--- src/rtl/vga_timing_pkg.sv ---
// Shared 640x480@60 raster timing constants and helpers for the VGA sync generator.
// Latency: n/a (constants and pure functions only).
// Backpressure: n/a.
package vga_timing_pkg;

    // Width of the raster counters. Both axis totals must fit in this width.
    localparam int COUNT_W = 10;

    // Default 640x480@60 timing, in pixels (horizontal) and lines (vertical).
    localparam int DEF_H_VISIBLE = 640;
    localparam int DEF_H_FRONT   = 16;
    localparam int DEF_H_SYNC    = 96;
    localparam int DEF_H_BACK    = 48;
    localparam int DEF_V_VISIBLE = 480;
    localparam int DEF_V_FRONT   = 10;
    localparam int DEF_V_SYNC    = 2;
    localparam int DEF_V_BACK    = 33;

    localparam int H_TOTAL = DEF_H_VISIBLE + DEF_H_FRONT + DEF_H_SYNC + DEF_H_BACK;
    localparam int V_TOTAL = DEF_V_VISIBLE + DEF_V_FRONT + DEF_V_SYNC + DEF_V_BACK;

    // Narrow an integer timing constant to counter width.
    function automatic logic [COUNT_W-1:0] to_cnt(input int value);
        return value[COUNT_W-1:0];
    endfunction

endpackage

--- src/rtl/vga_axis_counter.sv ---
// One raster axis: wrapping position counter plus registered sync window and next-state visible flag.
// Latency: count and sync are registered, updated on the advancing edge; wrap_o and visible_next_o are combinational.
// Backpressure: none; advance_i low holds the counter and sync output.
//
// Ports:
//   clock_i, reset_n_i : pixel clock, async active-low reset (count -> TOTAL-1, sync inactive)
//   advance_i          : step the counter on this edge
//   count_o            : current position 0..TOTAL-1
//   wrap_o             : this edge takes the counter from TOTAL-1 back to 0
//   sync_o             : sync level for count_o (asserted level = SYNC_POL)
//   visible_next_o     : position after this edge lies in [0, VISIBLE-1]
module vga_axis_counter
    import vga_timing_pkg::*;
#(
    parameter int TOTAL      = H_TOTAL,
    parameter int VISIBLE    = DEF_H_VISIBLE,
    parameter int SYNC_START = DEF_H_VISIBLE + DEF_H_FRONT,
    parameter int SYNC_LEN   = DEF_H_SYNC,
    parameter bit SYNC_POL   = 1'b0
) (
    input  logic               clock_i,
    input  logic               reset_n_i,
    input  logic               advance_i,
    output logic [COUNT_W-1:0] count_o,
    output logic               wrap_o,
    output logic               sync_o,
    output logic               visible_next_o
);

    localparam logic [COUNT_W-1:0] LAST    = to_cnt(TOTAL - 1);
    localparam logic [COUNT_W-1:0] SYNC_LO = to_cnt(SYNC_START);
    localparam logic [COUNT_W-1:0] SYNC_HI = to_cnt(SYNC_START + SYNC_LEN - 1);
    localparam logic [COUNT_W-1:0] VIS_END = to_cnt(VISIBLE);
    localparam logic [COUNT_W-1:0] ONE     = to_cnt(1);

    logic [COUNT_W-1:0] count_q, count_d;
    logic               sync_q, sync_d;
    logic               at_last;

    assign at_last = (count_q == LAST);

    always_comb begin
        count_d = count_q;
        if (advance_i) begin
            count_d = at_last ? '0 : (count_q + ONE);
        end
    end

    // Decode from the next-state count so the registered sync lines up with
    // the registered count with no skew.
    always_comb begin
        sync_d = !SYNC_POL;
        if ((count_d >= SYNC_LO) && (count_d <= SYNC_HI)) begin
            sync_d = SYNC_POL;
        end
    end

    always_ff @(posedge clock_i or negedge reset_n_i) begin
        if (!reset_n_i) begin
            count_q <= LAST;
            sync_q  <= !SYNC_POL;
        end else begin
            count_q <= count_d;
            sync_q  <= sync_d;
        end
    end

    assign count_o        = count_q;
    assign sync_o         = sync_q;
    assign wrap_o         = advance_i && at_last;
    assign visible_next_o = (count_d < VIS_END);

endmodule

--- src/rtl/vga_sync_gen.sv ---
// VGA raster timing generator: h/v counters, hsync/vsync, display enable and frame-start strobe.
// Latency: all outputs registered and mutually aligned; first enabled edge after reset lands on (0,0).
// Backpressure: enable low holds counters and decodes; frame_start drops to 0 on any non-advancing edge.
//
// Ports:
//   clock, reset_n      : pixel (or faster) clock, async active-low reset (counters -> last position)
//   enable              : pixel advance strobe; tie high when clocked by the divided pixel clock
//   h_count, v_count    : current column / line
//   hsync, vsync        : sync outputs, asserted level = SYNC_POL
//   display_en          : current position inside the visible area
//   frame_start         : one-clock pulse on the edge that enters (0,0)
//   frame_count         : frames started since reset, wraps at 16 bits
//                         (present only when VGA_SYNC_FRAME_COUNT_EN is defined)
module vga_sync_gen
    import vga_timing_pkg::*;
#(
    parameter int H_VISIBLE = DEF_H_VISIBLE,
    parameter int H_FRONT   = DEF_H_FRONT,
    parameter int H_SYNC    = DEF_H_SYNC,
    parameter int H_BACK    = DEF_H_BACK,
    parameter int V_VISIBLE = DEF_V_VISIBLE,
    parameter int V_FRONT   = DEF_V_FRONT,
    parameter int V_SYNC    = DEF_V_SYNC,
    parameter int V_BACK    = DEF_V_BACK,
    parameter bit SYNC_POL  = 1'b0
) (
    input  logic               clock,
    input  logic               reset_n,
    input  logic               enable,
    output logic [COUNT_W-1:0] h_count,
    output logic [COUNT_W-1:0] v_count,
    output logic               hsync,
    output logic               vsync,
    output logic               display_en,
`ifdef VGA_SYNC_FRAME_COUNT_EN
    output logic [15:0]        frame_count,
`endif
    output logic               frame_start
);

    localparam int H_TOT = H_VISIBLE + H_FRONT + H_SYNC + H_BACK;
    localparam int V_TOT = V_VISIBLE + V_FRONT + V_SYNC + V_BACK;

    logic h_wrap, v_wrap;
    logic h_vis_d, v_vis_d;
    logic display_en_q, display_en_d;
    logic frame_start_q, frame_start_d;

    vga_axis_counter #(
        .TOTAL      (H_TOT),
        .VISIBLE    (H_VISIBLE),
        .SYNC_START (H_VISIBLE + H_FRONT),
        .SYNC_LEN   (H_SYNC),
        .SYNC_POL   (SYNC_POL)
    ) u_h_axis (
        .clock_i        (clock),
        .reset_n_i      (reset_n),
        .advance_i      (enable),
        .count_o        (h_count),
        .wrap_o         (h_wrap),
        .sync_o         (hsync),
        .visible_next_o (h_vis_d)
    );

    // h_wrap already includes enable, so the line counter only moves on an
    // enabled edge that ends a line; vsync therefore changes only at h = 0.
    vga_axis_counter #(
        .TOTAL      (V_TOT),
        .VISIBLE    (V_VISIBLE),
        .SYNC_START (V_VISIBLE + V_FRONT),
        .SYNC_LEN   (V_SYNC),
        .SYNC_POL   (SYNC_POL)
    ) u_v_axis (
        .clock_i        (clock),
        .reset_n_i      (reset_n),
        .advance_i      (h_wrap),
        .count_o        (v_count),
        .wrap_o         (v_wrap),
        .sync_o         (vsync),
        .visible_next_o (v_vis_d)
    );

    // Both visible flags are next-state, so a disabled edge reproduces the
    // current value and display_en holds.
    assign display_en_d  = h_vis_d && v_vis_d;
    // The vertical wrap only fires on the edge that takes (last,last) to (0,0).
    assign frame_start_d = v_wrap;

    always_ff @(posedge clock or negedge reset_n) begin
        if (!reset_n) begin
            display_en_q  <= 1'b0;
            frame_start_q <= 1'b0;
        end else begin
            display_en_q  <= display_en_d;
            frame_start_q <= frame_start_d;
        end
    end

    assign display_en  = display_en_q;
    assign frame_start = frame_start_q;

`ifdef VGA_SYNC_FRAME_COUNT_EN
    logic [15:0] frame_count_q;

    always_ff @(posedge clock or negedge reset_n) begin
        if (!reset_n) begin
            frame_count_q <= '0;
        end else if (frame_start_d) begin
            frame_count_q <= frame_count_q + 16'd1;
        end
    end

    assign frame_count = frame_count_q;
`endif

endmodule
--- config.mk ---
export PLATFORM = sky130hd
export DESIGN_NAME = vga_sync_gen
export DESIGN_NICKNAME = d
export VERILOG_FILES = /design/src/rtl/vga_timing_pkg.sv /design/src/rtl/vga_axis_counter.sv /design/src/rtl/vga_sync_gen.sv
export SDC_FILE = /design/constraint.sdc
export NUM_CORES = 1
export LEC_CHECK = 0
export BUFFER_PORTS_ARGS = -buffer_cell sky130_fd_sc_hd__buf_4
export CAP_MARGIN = 20
export CELL_PAD_IN_SITES_DETAIL_PLACEMENT = 0
export CELL_PAD_IN_SITES_GLOBAL_PLACEMENT = 2
export CORE_MARGIN = 4
export CORE_UTILIZATION = 37
export DETAILED_ROUTE_END_ITERATION = 8
export PLACE_DENSITY_LB_ADDON = 0.25
export REMOVE_ABC_BUFFERS = 1
export SLEW_MARGIN = 0
export SYNTH_ARGS = -nofsm -noshare
export SYNTH_HDL_FRONTEND = slang
export SYNTH_SLANG_ARGS = --single-unit
--- constraint.sdc ---
create_clock -name clock -period 4.7 [get_ports clock]
set_input_delay 1.41 -clock clock [delete_from_list [all_inputs] [get_ports clock]]
set_output_delay 1.41 -clock clock [all_outputs]
set_load 0.05 [all_outputs]
# Word level (Yosys, flattened, before mapping)

Index checks and enable logic that the tools add are counted.

Bits in registers: 24
Latch bits: 0
RAM bits: 0
Bits in read-only memories: 0
Input bits: 3
Output and inout port bits: 24
Word-level logic and storage cells: 27
Memories kept: 0

Add/subtract/negate cells: 2
Multipliers: 0
Div/mod/pow operators: 0
Magnitude comparators: 6
Equal/unequal tests: 2
Shift-type cells: 0
Mux-type cells: 6
Bitwise gates (word level): 0
Reduce and logical (&&, ||, !) cells: 5

Operators with widths:

| operator              | number |
|---|---|
| $mux 10               | 4 |
| $add 10x1->10 const B | 2 |
| $eq 10x10->1 const B  | 2 |
| $ge 10x10->1 const B  | 1 |
| $ge 10x9->1 const B   | 1 |
| $le 10x10->1 const B  | 1 |
| $le 10x9->1 const B   | 1 |
| $lt 10x10->1 const B  | 1 |
| $lt 10x9->1 const B   | 1 |
| $logic_and 1x1->1     | 5 |
| $mux 1                | 2 |

# Depth between registers and ports, before layout

Word-level depth: 6
Depth in mapped cells: 8
Mapped depth without buffers: 7

# Cells and area by module

From an unflattened synthesis, not the netlist that was laid out.

Cell total of the unflattened synthesis: 145
Area total of the unflattened synthesis: 1462.7 um^2

By module, submodules not included:

| module                       | times used | cells each | area an instance (um^2) | seq. area each (um^2) |
|---|---|---|---|---|
| vga_axis_counter at u_v_axis | 1          | 76         | 735.7                   | 280.3 |
| vga_axis_counter at u_h_axis | 1          | 66         | 670.6                   | 285.3 |
| vga_sync_gen                 | 1          | 3          | 56.3                    | 50.0 |

# Worst setup path before layout

OpenSTA, ideal clock, no wires.

Kind: input -> register
Start point: input enable
End point: register u_h_axis.sync_q (netlist: u_h_axis.sync_o)
Setup time: 0.081 ns
Arrival time: 2.529 ns
Required time: 4.619 ns
Path slack: 2.089 ns
Stages on the path: 7
Buffers on the path: 2
Cells stage by stage: buf_4 > and2b_1 > and3_4 > buf_6 > o32ai_1 > o21ba_1 > o211ai_1

Word-level cells in the longest chain between the ends: 4
Elaborated cells on any way between the ends: 5
Those cells by class: order compare: 2; mux: 2; reduce/logical: 1

Ends and longest elaborated chain:

| what                                         | line                   | source |
|---|---|---|
| start, declared                              | vga_sync_gen.sv:29     | `input logic enable,` |
| $mux 10 *                                    | vga_axis_counter.sv:44 | `if (advance_i) begin` |
| $ge 10x10->1 or $le 10x10->1 (tied branches) | vga_axis_counter.sv:53 | `if ((count_d >= SYNC_LO) && (count_d <= SYNC_HI)) begin` |
| $logic_and 1x1->1 *                          | vga_axis_counter.sv:53 |  |
| $mux 1 *                                     | vga_axis_counter.sv:53 |  |
| named net u_h_axis.sync_d                    | vga_axis_counter.sv:37 | `logic sync_q, sync_d;` |
| end signal, assigned                         | vga_axis_counter.sv:61 | `sync_q <= !SYNC_POL;` |
| end signal, assigned                         | vga_axis_counter.sv:64 | `sync_q <= sync_d;` |
| end, declared                                | vga_axis_counter.sv:37 |  |

The timed path passes the listed nets; every way through them passes the cells marked *.

# Worst setup path in the final report

Start point: register u_v_axis.count_q[3] (netlist: u_v_axis.count_o[3])
End point: output v_count[3]

RTL lines:

| what                   | line                   | source |
|---|---|---|
| start, declared        | vga_axis_counter.sv:36 | `logic [COUNT_W-1:0] count_q, count_d;` |
| start signal, assigned | vga_axis_counter.sv:63 | `count_q <= count_d;` |
| end, declared          | vga_sync_gen.sv:31     | `output logic [COUNT_W-1:0] v_count,` |

No word-level cell between the ends.

==> results.json <==
{
  "yosysMostFrequentCell": "nand2_1",
  "synthSimpleGateAreaFrac_pct": 27.5,
  "synth_compound_area_share_pct": 17.3,
  "ys_ff_latch": 24,
  "grt_pass1_wl_um": 5930,
  "wl_met1_um": 1630,
  "nFillCells": 397,
  "endpoint_kind": "output pin",
  "ir_drop_mv": 0.356,
  "fin_skew_ps": 8.68,
  "crit_buf_inv": 1,
  "clkTransAtPathRegs_ps": 90,
  "synthXorXnorAreaFrac_pct": 5.20,
  "crit_family": "flip-flops",
  "critPathMaxFanout": 11,
  "cp.arrival_ps": 1140,
  "final_nets": 184,
  "tightest_slew_ps": 393,
  "dr_wl_met3_um": 221,
  "antenna_left": 0,
  "core_area_um2": 3970,
  "fp.dieW_um": 72.0,
  "seq_area_frac_synth_pct": 40.6,
  "cts_root_buffer": "clkbuf_8",
  "fin_total_pwr_uw": 605,
  "drtPass1Iterations": 4,
  "intPower_uw": 367,
  "synth.mux.area_fraction_pct": 1.40,
  "p_sw_uw": 238,
  "synthTopCellsByArea": "dfstp_2 21%, dfrtp_1 20%, nand2_1 4.0%",
  "rows": 23,
  "synth_fa_ha_area_share_pct": 2.48,
  "wl_met2_um": 1520,
  "p_seq_share_pct": 47.1,
  "cts_num_sinks": 24,
  "top_layer": "met4",
  "fp.dieArea_um2": 5190,
  "cts_setup_buffers": 0,
  "dp.cells": 223,
  "r2r_setup_slack_ps": 2460,
  "crit_path_start_kind": "flop",
  "n_antenna_cell": 0,
  "synth_cells": 156,
  "yosys.area.top_type": "dfstp_2",
  "wl_per_cell_um": 15.0,
  "final_cells": 227,
  "synth-warning-count": 0,
  "initial_core_util_pct": 38.2,
  "holdCritPathClass": "flop to flop",
  "place.gp.congestion": 0.874,
  "avgSynthCellArea_um2": 9.72,
  "overflow": 0,
  "area_growth_pct": 15.7,
  "clk-insertion-delay-late_ps": 270,
  "multi_input_area_um2": 817,
  "grt.total_usage_pct": 14.2,
  "via_per_inst": 5.56,
  "pwr-share-clk_pct": 20.8,
  "rsz0062_at_grt": "false",
  "crit_type": "flop to output pin",
  "p_sw_share_pct": 39.4,
  "synth_commonest_cells": "16 x nand2_1, 12 x dfrtp_1, 12 x dfstp_2",
  "crit_chain": "buf_4",
  "grt_pass1_vias": 1170,
  "fin_setup_tns_ps": 0,
  "slew_headroom_pct": 73.4,
  "cts_tree": "done",
  "yosysTopAreaCellShare_pct": 20.8,
  "hold_viol": 0,
  "p_leak_nw": 0.686,
  "layout_min_cycle_time_ps": 2550,
  "antenna_found_initial": 0,
  "grt_max_degree": 25,
  "ctsHoldBuffers": 0,
  "setup_viol": 0,
  "vias": 1262,
  "port_buffers": 26,
  "dp_hpwl_um": 2490,
  "post_cts_resized": 0,
  "synth_cell_type_count": 57,
  "regArea_um2": 616,
  "status": "complete, no violations",
  "combPwrFrac_pct": 32.1,
  "period_share_pct": 54.3,
  "max-cap-violations": 0,
  "die_h_um": 72.0,
  "p_per_area_nw_per_um2": 345,
  "crit_path_top_delay_cell": "dfstp_2",
  "drt-initial-drc-count": 112,
  "synth_edf_count": 0,
  "drc": 0,
  "max_stage_delay_ps": 640,
  "cts_htree_levels": 1,
  "required_ps": 3290,
  "synth-async-reset-ratio_pct": 100,
  "max_clock_freq_mhz": 392,
  "synth_top_family_by_area": "simple AND/OR/NAND/NOR gates",
  "synth_area_um2": 1520,
  "drv_slew": 0,
  "cts_buffers": 3,
  "ys.flop_type": "dfstp_2",
  "io_pins": 27,
  "clk_path_buf_depth": 2,
  "drive_above_1_share_pct": 30.5,
  "drt_wl_total_um": 3420
}
[registers in the layout, indices dropped and copies added (netlist names)]
| name | flops |
|---|---|
| display_en | 1 |
| u_h_axis.count_o | 10 |
| frame_start | 1 |
| u_v_axis.count_o | 10 |
| u_v_axis.sync_o | 1 |
| u_h_axis.sync_o | 1 |
[power groups by stage]
stage | Clock [mW] | Combinational (mW) | Sequential, mW
4_1_cts | 0.134 | 0.195 | 0.285
3_3_place_gp | 0 | 0.194 | 0.289
2_1_floorplan | 0 | 0.0637 | 0.356
6_report | 0.126 | 0.194 | 0.285
5_1_grt | 0.140 | 0.208 | 0.292
3_5_place_dp | 0 | 0.194 | 0.288
[stage by stage]
step	setup slack [ps]	utilization (%)	hold slack [ps]	cell area [µm²]
finish	2150	44.2	527	1750
detailed placement	1960	43.0	516	1710
floorplan	2250	-	619	1450
CTS	2140	44.2	533	1750
global placement	2000	43.0	515	1710
global route	2070	44.2	559	1750
[area by class of cell]
type / count / area share (%)
multi-input combinational: 118 / 46.6
sequential: 24 / 35.1
tap: 50 / 3.57
timing repair buffer: 26 / 11.1
clock buffer: 4 / 2.57
inverter: 5 / 1.07
[cell families after synthesis]
logic type	count (synthesis)
flip-flops	24
multiplexers	2
XOR/XNOR	9
AO/OA/AOI/OAI	37
AND/OR/NAND/NOR	67
buffers and inverters	14
adder cells (fa/ha/maj)	3
[layer usage]
layer	GRT usage (%)	vias to the layer above
li1	-	621
met1	22.3	597
met2	20.0	39
met3	2.49	5
met4	3.76	0
met5	0	-
[worst paths after layout]
path / start / end / depth (start not counted)
max in group asynchronous: reset_n / u_h_axis.count_o[0] / 1
min in group asynchronous: reset_n / display_en / 1
worst max-delay path: u_v_axis.count_o[3] / v_count[3] / 1
worst min register to register: u_h_axis.count_o[2] / u_h_axis.count_o[2] / 1
worst min-delay path: u_h_axis.count_o[2] / u_h_axis.count_o[2] / 1
worst max register to register: u_h_axis.count_o[0] / display_en / 6
[layout by cell type (no fill, tap or decap), types with 2 or more instances in the layout]
cell type / count
nor2_1: 5
nor3b_1: 2
ha_1: 3
dfrtp_1: 12
and4_1: 2
o311ai_0: 2
dfstp_2: 12
xor2_1: 3
xnor2_1: 6
o21ai_1: 2
a21oi_1: 5
and3_1: 2
o31ai_1: 4
nand3_1: 6
nand4_1: 9
clkbuf_8: 3
nand2b_1: 6
inv_1: 5
o21ai_0: 7
nor3_1: 3
a31oi_1: 3
nand2_1: 16
buf_4: 26
No activity file was read; power rests on OpenSTA's default activity.
